[src/rtl/point_fifo.sv]
// point_fifo: circular buffer of 12-bit (x, y) points that feeds a downstream line generator
// through a strobe / hold / wait handshake. Define POINT_FIFO_BLANK_EN to carry a per-point beam-blank bit.
module point_fifo #(
  parameter int DEPTH       = 16,
  parameter int HOLD_CYCLES = 2
) (
  input  logic                   clk,
  input  logic                   reset,
  input  logic [11:0]            wr_x,
  input  logic [11:0]            wr_y,
  input  logic                   wr_en,
`ifdef POINT_FIFO_BLANK_EN
  input  logic                   wr_blank,
  output logic                   blank,
`endif
  output logic                   full,
  output logic [$clog2(DEPTH):0] level,
  output logic                   overflow,
  input  logic                   line_ready,
  output logic [11:0]            x,
  output logic [11:0]            y,
  output logic                   strobe
);

  localparam int AW = $clog2(DEPTH);
  localparam int LW = AW + 1;
  localparam int CW = (HOLD_CYCLES > 1) ? $clog2(HOLD_CYCLES) : 1;
`ifdef POINT_FIFO_BLANK_EN
  localparam int EW = 25;
`else
  localparam int EW = 24;
`endif

  typedef enum logic [1:0] {
    IDLE,
    HOLD,
    WAIT
  } state_t;

  logic [EW-1:0] mem [DEPTH];
  logic [EW-1:0] wr_data;
  logic [EW-1:0] head;
  logic [AW-1:0] wr_ptr;
  logic [AW-1:0] rd_ptr;
  logic [LW-1:0] level_next;
  logic [11:0]   x_q;
  logic [11:0]   y_q;
  logic          wr_accept;
  logic          pop;
  state_t        state;
  state_t        state_next;
  logic [CW-1:0] hold_cnt;
  logic [CW-1:0] hold_cnt_next;

`ifdef POINT_FIFO_BLANK_EN
  logic blank_q;
  assign wr_data = {wr_blank, wr_x, wr_y};
  assign blank   = strobe ? head[24] : blank_q;
`else
  assign wr_data = {wr_x, wr_y};
`endif

  assign head      = mem[rd_ptr];
  assign wr_accept = wr_en && !full;
  assign strobe    = pop;

  // The head point is shown during the strobe cycle itself, then held in x_q/y_q until the next strobe.
  assign x = strobe ? head[23:12] : x_q;
  assign y = strobe ? head[11:0]  : y_q;

  always_comb begin
    level_next = level;
    if (wr_accept && !pop) begin
      level_next = level + 1'b1;
    end else if (!wr_accept && pop) begin
      level_next = level - 1'b1;
    end
  end

  always_comb begin
    state_next    = state;
    hold_cnt_next = hold_cnt;
    pop           = 1'b0;
    case (state)
      IDLE: begin
        if ((level != '0) && line_ready) begin
          pop = 1'b1;
          if (HOLD_CYCLES == 0) begin
            state_next = WAIT;
          end else begin
            state_next    = HOLD;
            hold_cnt_next = '0;
          end
        end
      end
      HOLD: begin
        if (hold_cnt == CW'(HOLD_CYCLES - 1)) begin
          state_next = WAIT;
        end else begin
          hold_cnt_next = hold_cnt + 1'b1;
        end
      end
      WAIT: begin
        if (line_ready) begin
          state_next = IDLE;
        end
      end
      default: state_next = IDLE;
    endcase
  end

  always_ff @(posedge clk or negedge reset) begin
    if (!reset) begin
      state    <= IDLE;
      hold_cnt <= '0;
    end else begin
      state    <= state_next;
      hold_cnt <= hold_cnt_next;
    end
  end

  // Storage is not reset; a cleared level makes stale entries unreachable.
  always_ff @(posedge clk) begin
    if (wr_accept) begin
      mem[wr_ptr] <= wr_data;
    end
  end

  always_ff @(posedge clk or negedge reset) begin
    if (!reset) begin
      wr_ptr   <= '0;
      rd_ptr   <= '0;
      level    <= '0;
      full     <= 1'b0;
      overflow <= 1'b0;
    end else begin
      if (wr_accept) begin
        wr_ptr <= wr_ptr + 1'b1;
      end
      if (pop) begin
        rd_ptr <= rd_ptr + 1'b1;
      end
      level <= level_next;
      full  <= (level_next == LW'(DEPTH));
      if (wr_en && full) begin
        overflow <= 1'b1;
      end
    end
  end

  always_ff @(posedge clk or negedge reset) begin
    if (!reset) begin
      x_q <= '0;
      y_q <= '0;
    end else if (pop) begin
      x_q <= head[23:12];
      y_q <= head[11:0];
    end
  end

`ifdef POINT_FIFO_BLANK_EN
  always_ff @(posedge clk or negedge reset) begin
    if (!reset) begin
      blank_q <= 1'b1;
    end else if (pop) begin
      blank_q <= head[24];
    end
  end
`endif

endmodule
[config.mk]
export PLATFORM = sky130hd
export DESIGN_NAME = point_fifo
export DESIGN_NICKNAME = d
export VERILOG_FILES = /design/src/rtl/point_fifo.sv
export SDC_FILE = /design/constraint.sdc
export NUM_CORES = 1
export LEC_CHECK = 0
export ABC_AREA = 1
export CORE_AREA = 2 2 184 204
export DETAILED_ROUTE_END_ITERATION = 16
export DIE_AREA = 0 0 186 206
export GPL_ROUTABILITY_DRIVEN = 0
export HOLD_SLACK_MARGIN = 0.12
export PLACE_DENSITY_LB_ADDON = 0.1
export SYNTH_ARGS = -nofsm -noshare
export SYNTH_HDL_FRONTEND = slang
export SYNTH_SLANG_ARGS = --single-unit
export TNS_END_PERCENT = 20
[constraint.sdc]
create_clock -name clk -period 6.1 [get_ports clk]
set_input_delay 1.22 -clock clk [delete_from_list [all_inputs] [get_ports clk]]
set_output_delay 1.22 -clock clk [all_outputs]
set_load 0.05 [all_outputs]
==> flow_summary.toml <==
[layout]
drive_above_1_share_pct = 9.296
area.growth.synth_to_final_pct = 14.91
num_antenna_cells = 0
stdcell_area_sq_um = 19800
layout.nets = 1505

[global_routing]
grt.overflow.total = 0
grt_pass1_vias = 10531
grt_pass1_wl_mm = 63.15
antenna_found_initial = 0
grt.total_usage_pct = 22.24
grt_start_max_net_pins = 153

[power_and_ir_drop]
vdd_drop_max_mv = 0.3079
pwr-share-comb_pct = 37.1
p_seq_share_pct = 37.1
p_switching_uw = 3953
p_leak_uw = 0.007213
sw_frac_of_total_pct = 38.33
p_clk_share_pct = 25.8
p_per_area_nw_per_um2 = 520.8
p_int_uw = 6360

[sta]
finalHoldViolCount = 0
fin_tns_setup_ns = 0
relSlewSlack_pct = 24.12
rsz0062_at_grt = "false"
slew_viol_final = 0
fin_crit_ns = 4.803
tightestPinTransition_ns = 1.135
setup_violations = 0
fin_worst_skew_ns = 0.01456
min_period_over_period_pct = 78.74
fmax_ghz = 0.2082

[clocking]
clk_latency_ns = 0.55
numClockSinks = 426
cts_resized = 0
cts_hold_buf = 0
cts_tree = "built"
clockBufferDepth = 3
cts_max_level = 2
cts_setup_buffers = 0
clock-root-buffer = "clkbuf_16"
path_clk_slew_ns = 0.06
numCtsBuffers = 45

[floorplanning]
num_io_pins = 60
rows = 74
chipHeight_um = 206
dieArea_sq_um = 38320
die_w_um = 186
start_util_pct = 47.12
core_sq_um = 36570

[placement]
numPortBuffers = 59
post-dp-hpwl_mm = 20.29
post_dp_cell_area_sq_um = 18370

[setup_path]
crit_fanout = 152
cp.required_ns = 4.88
reg2reg_depth = 8
critPathLaunch = "rd_ptr[0]"
rrSetupSlack_ns = 3.12
start_kind = "register"
crit_family = "buffers and inverters"
worst-path-buf-inv = 3
cp_data_arrival_time_ns = 3.58
path_class = "reg2out"
r2r_end = "x_q[3]"
reg2reg_from = "rd_ptr[0]"
crit_chain = "inv_8 > buf_4 > nand2_1 > nand3_1 > nand2_1 > a21oi_1 > o31ai_1 > a21oi_1 > buf_12"
cpPeakStageDelay_ns = 0.75
end_kind = "primary output"
cp_slowest_cell = "inv_8"

[synth]
synthMuxAreaShare_pct = 0
synth_xor_area_share_pct = 0.4066
ys_seq_area_share_pct = 73.01
synth.top_cell.area_share_pct = 66.91
synthTopCellsByArea = "edfxtp_1, nand2_1, dfrtp_1, nand3_1, a21oi_1"
yosys_warnings = 0
synth-seq-cells = 426
synth_compound_area_share_pct = 4.719
syn-cell-area_sq_um = 17230
syn_inst = 1430
synthSimpleGateAreaFrac_pct = 17.59
synth_cell_type_count = 26
yosys.area_share.adder_pct = 0.5082
synth_nets = 1465
synth_top_family_by_area = "simple AND/OR/NAND/NOR gates"
syn_avg_cell_area_sq_um = 12.05
yosysTopAreaCell = "edfxtp_1"

[worst_hold_path]
hold_path.startpoint = "hold_cnt"
hold_path.class = "reg2reg"
hold_depth = 1
whs_endpoint = "state[0]"

[route]
wl_per_cell_um = 20.71
drc = 0
vias = 10691
drt.antenna.violating_nets = 0
viasPerCell = 5.346
drt_iter0_drc = 883
drt_pass1_iterations = 5
drt_wl_total_mm = 41.42

[flow_run]
cap_violations = 0

[outcome]
outcome = "completed"
==> cells by family (layout without fill, tap and decap cells) <==
family          count (synthesis)  count (layout)
xor+xnor                        8               8
compound gates                150             150
fa+ha+maj                       7               7
flops                         426             426
buf+inv                       114             190
simple gates                  725             725
==> how the worst max path moves through the flow <==
| stage | to | slack, ns | depth (start not counted) |
|---|---|---|---|
| after floorplan | x[10] | 2.10 | 7 |
| after global placement | y[7] | 1.71 | 9 |
| after detailed placement | y[5] | 1.64 | 9 |
| after CTS | x[3] | 1.30 | 9 |
| after global routing | x[3] | 1.08 | 9 |
| final | x[3] | 1.30 | 9 |
==> area by class of cell <==
cell class                      instances  area, sq um
Fill cell                            3128        16770
Sequential cell                       426        12590
Multi-Input combinational cell        890         4121
Clock buffer                           60         1255
Timing Repair Buffer                   78        915.9
Tap cell                              494        618.1
Clock inverter                         23        181.4
Inverter                               29        118.9
==> worst reg2reg max path, cell delays in order, from the launching register on <==
cell	delay, ns
dfrtp_4	0.74
inv_8	0.76
buf_4	0.53
nand2_1	0.09
nand3_1	0.07
nand2_1	0.07
a21oi_1	0.12
o31ai_1	0.13
a21oi_1	0.33
==> cell usage in the layout, fill, tap and decap left out, drive strengths merged, types with 29 or more instances in the layout <==
cell type / Yosys / layout
a21oi: 120 / 120
dfrtp: 42 / 42
buf: 70 / 45
clkdlybuf4s50: 0 / 33
edfxtp: 384 / 384
nor2: 52 / 52
inv: 28 / 29
nand3: 205 / 205
nand2: 463 / 463
clkbuf: 15 / 60
==> synthesized netlist by cell type <==
cell type and instances:
inv_1 25, nand2_2 11, buf_12 1, o31ai_1 24, nand3_1 204, clkbuf_1 15, a21oi_1 120, dfrtp_1 42
buf_4 13, inv_2 1, buf_2 34, buf_6 13, nand3_2 1, nand2_1 452, ha_1 7, inv_4 2
nor2_4 1, buf_1 8, a21o_1 1, nor2_1 51, edfxtp_1 384, nand4_1 5, o21ai_0 5, buf_8 1
xor2_1 8, clkinv_1 1
==> power groups by stage <==
stage,combinational (uW),clock [uW],sequential [uW]
floorplan,2590,0,3810
global route,4190,2820,3870
detailed placement,3860,0,3880
global placement,3840,0,3880
CTS,3870,2710,3830
finish,3820,2660,3830
==> state kept, by name, indices dropped and copies added (netlist names) <==
signal	count
level	5
full	1
y_q	12
mem	384
state	2
hold_cnt	1
wr_ptr	4
x_q	12
overflow	1
rd_ptr	4
==> per-layer routing <==
layer,wire (um),track usage (%)
met5,0,0
met4,975,6.496
met3,1666,2.784
met2,20860,38.99
met1,17920,29.04
==> through the flow <==
| step | setup WS, ns | utilization (%) | std cells | power, uW | hold slack (ns) |
|---|---|---|---|---|---|
| 2_1_floorplan | 2.103 | - | 1430 | 6393 | 0.4352 |
| 3_3_place_gp | 1.714 | 50.22 | 1917 | 7722 | 0.4410 |
| 3_5_place_dp | 1.641 | 50.22 | 1917 | 7743 | 0.4474 |
| 4_1_cts | 1.299 | 54.14 | 2000 | 10410 | 0.4558 |
| 5_1_grt | 1.081 | 54.14 | 2000 | 10880 | 0.4770 |
| 6_report | 1.297 | 54.14 | 2000 | 10310 | 0.4532 |
Power figures use the tool's default switching activity.
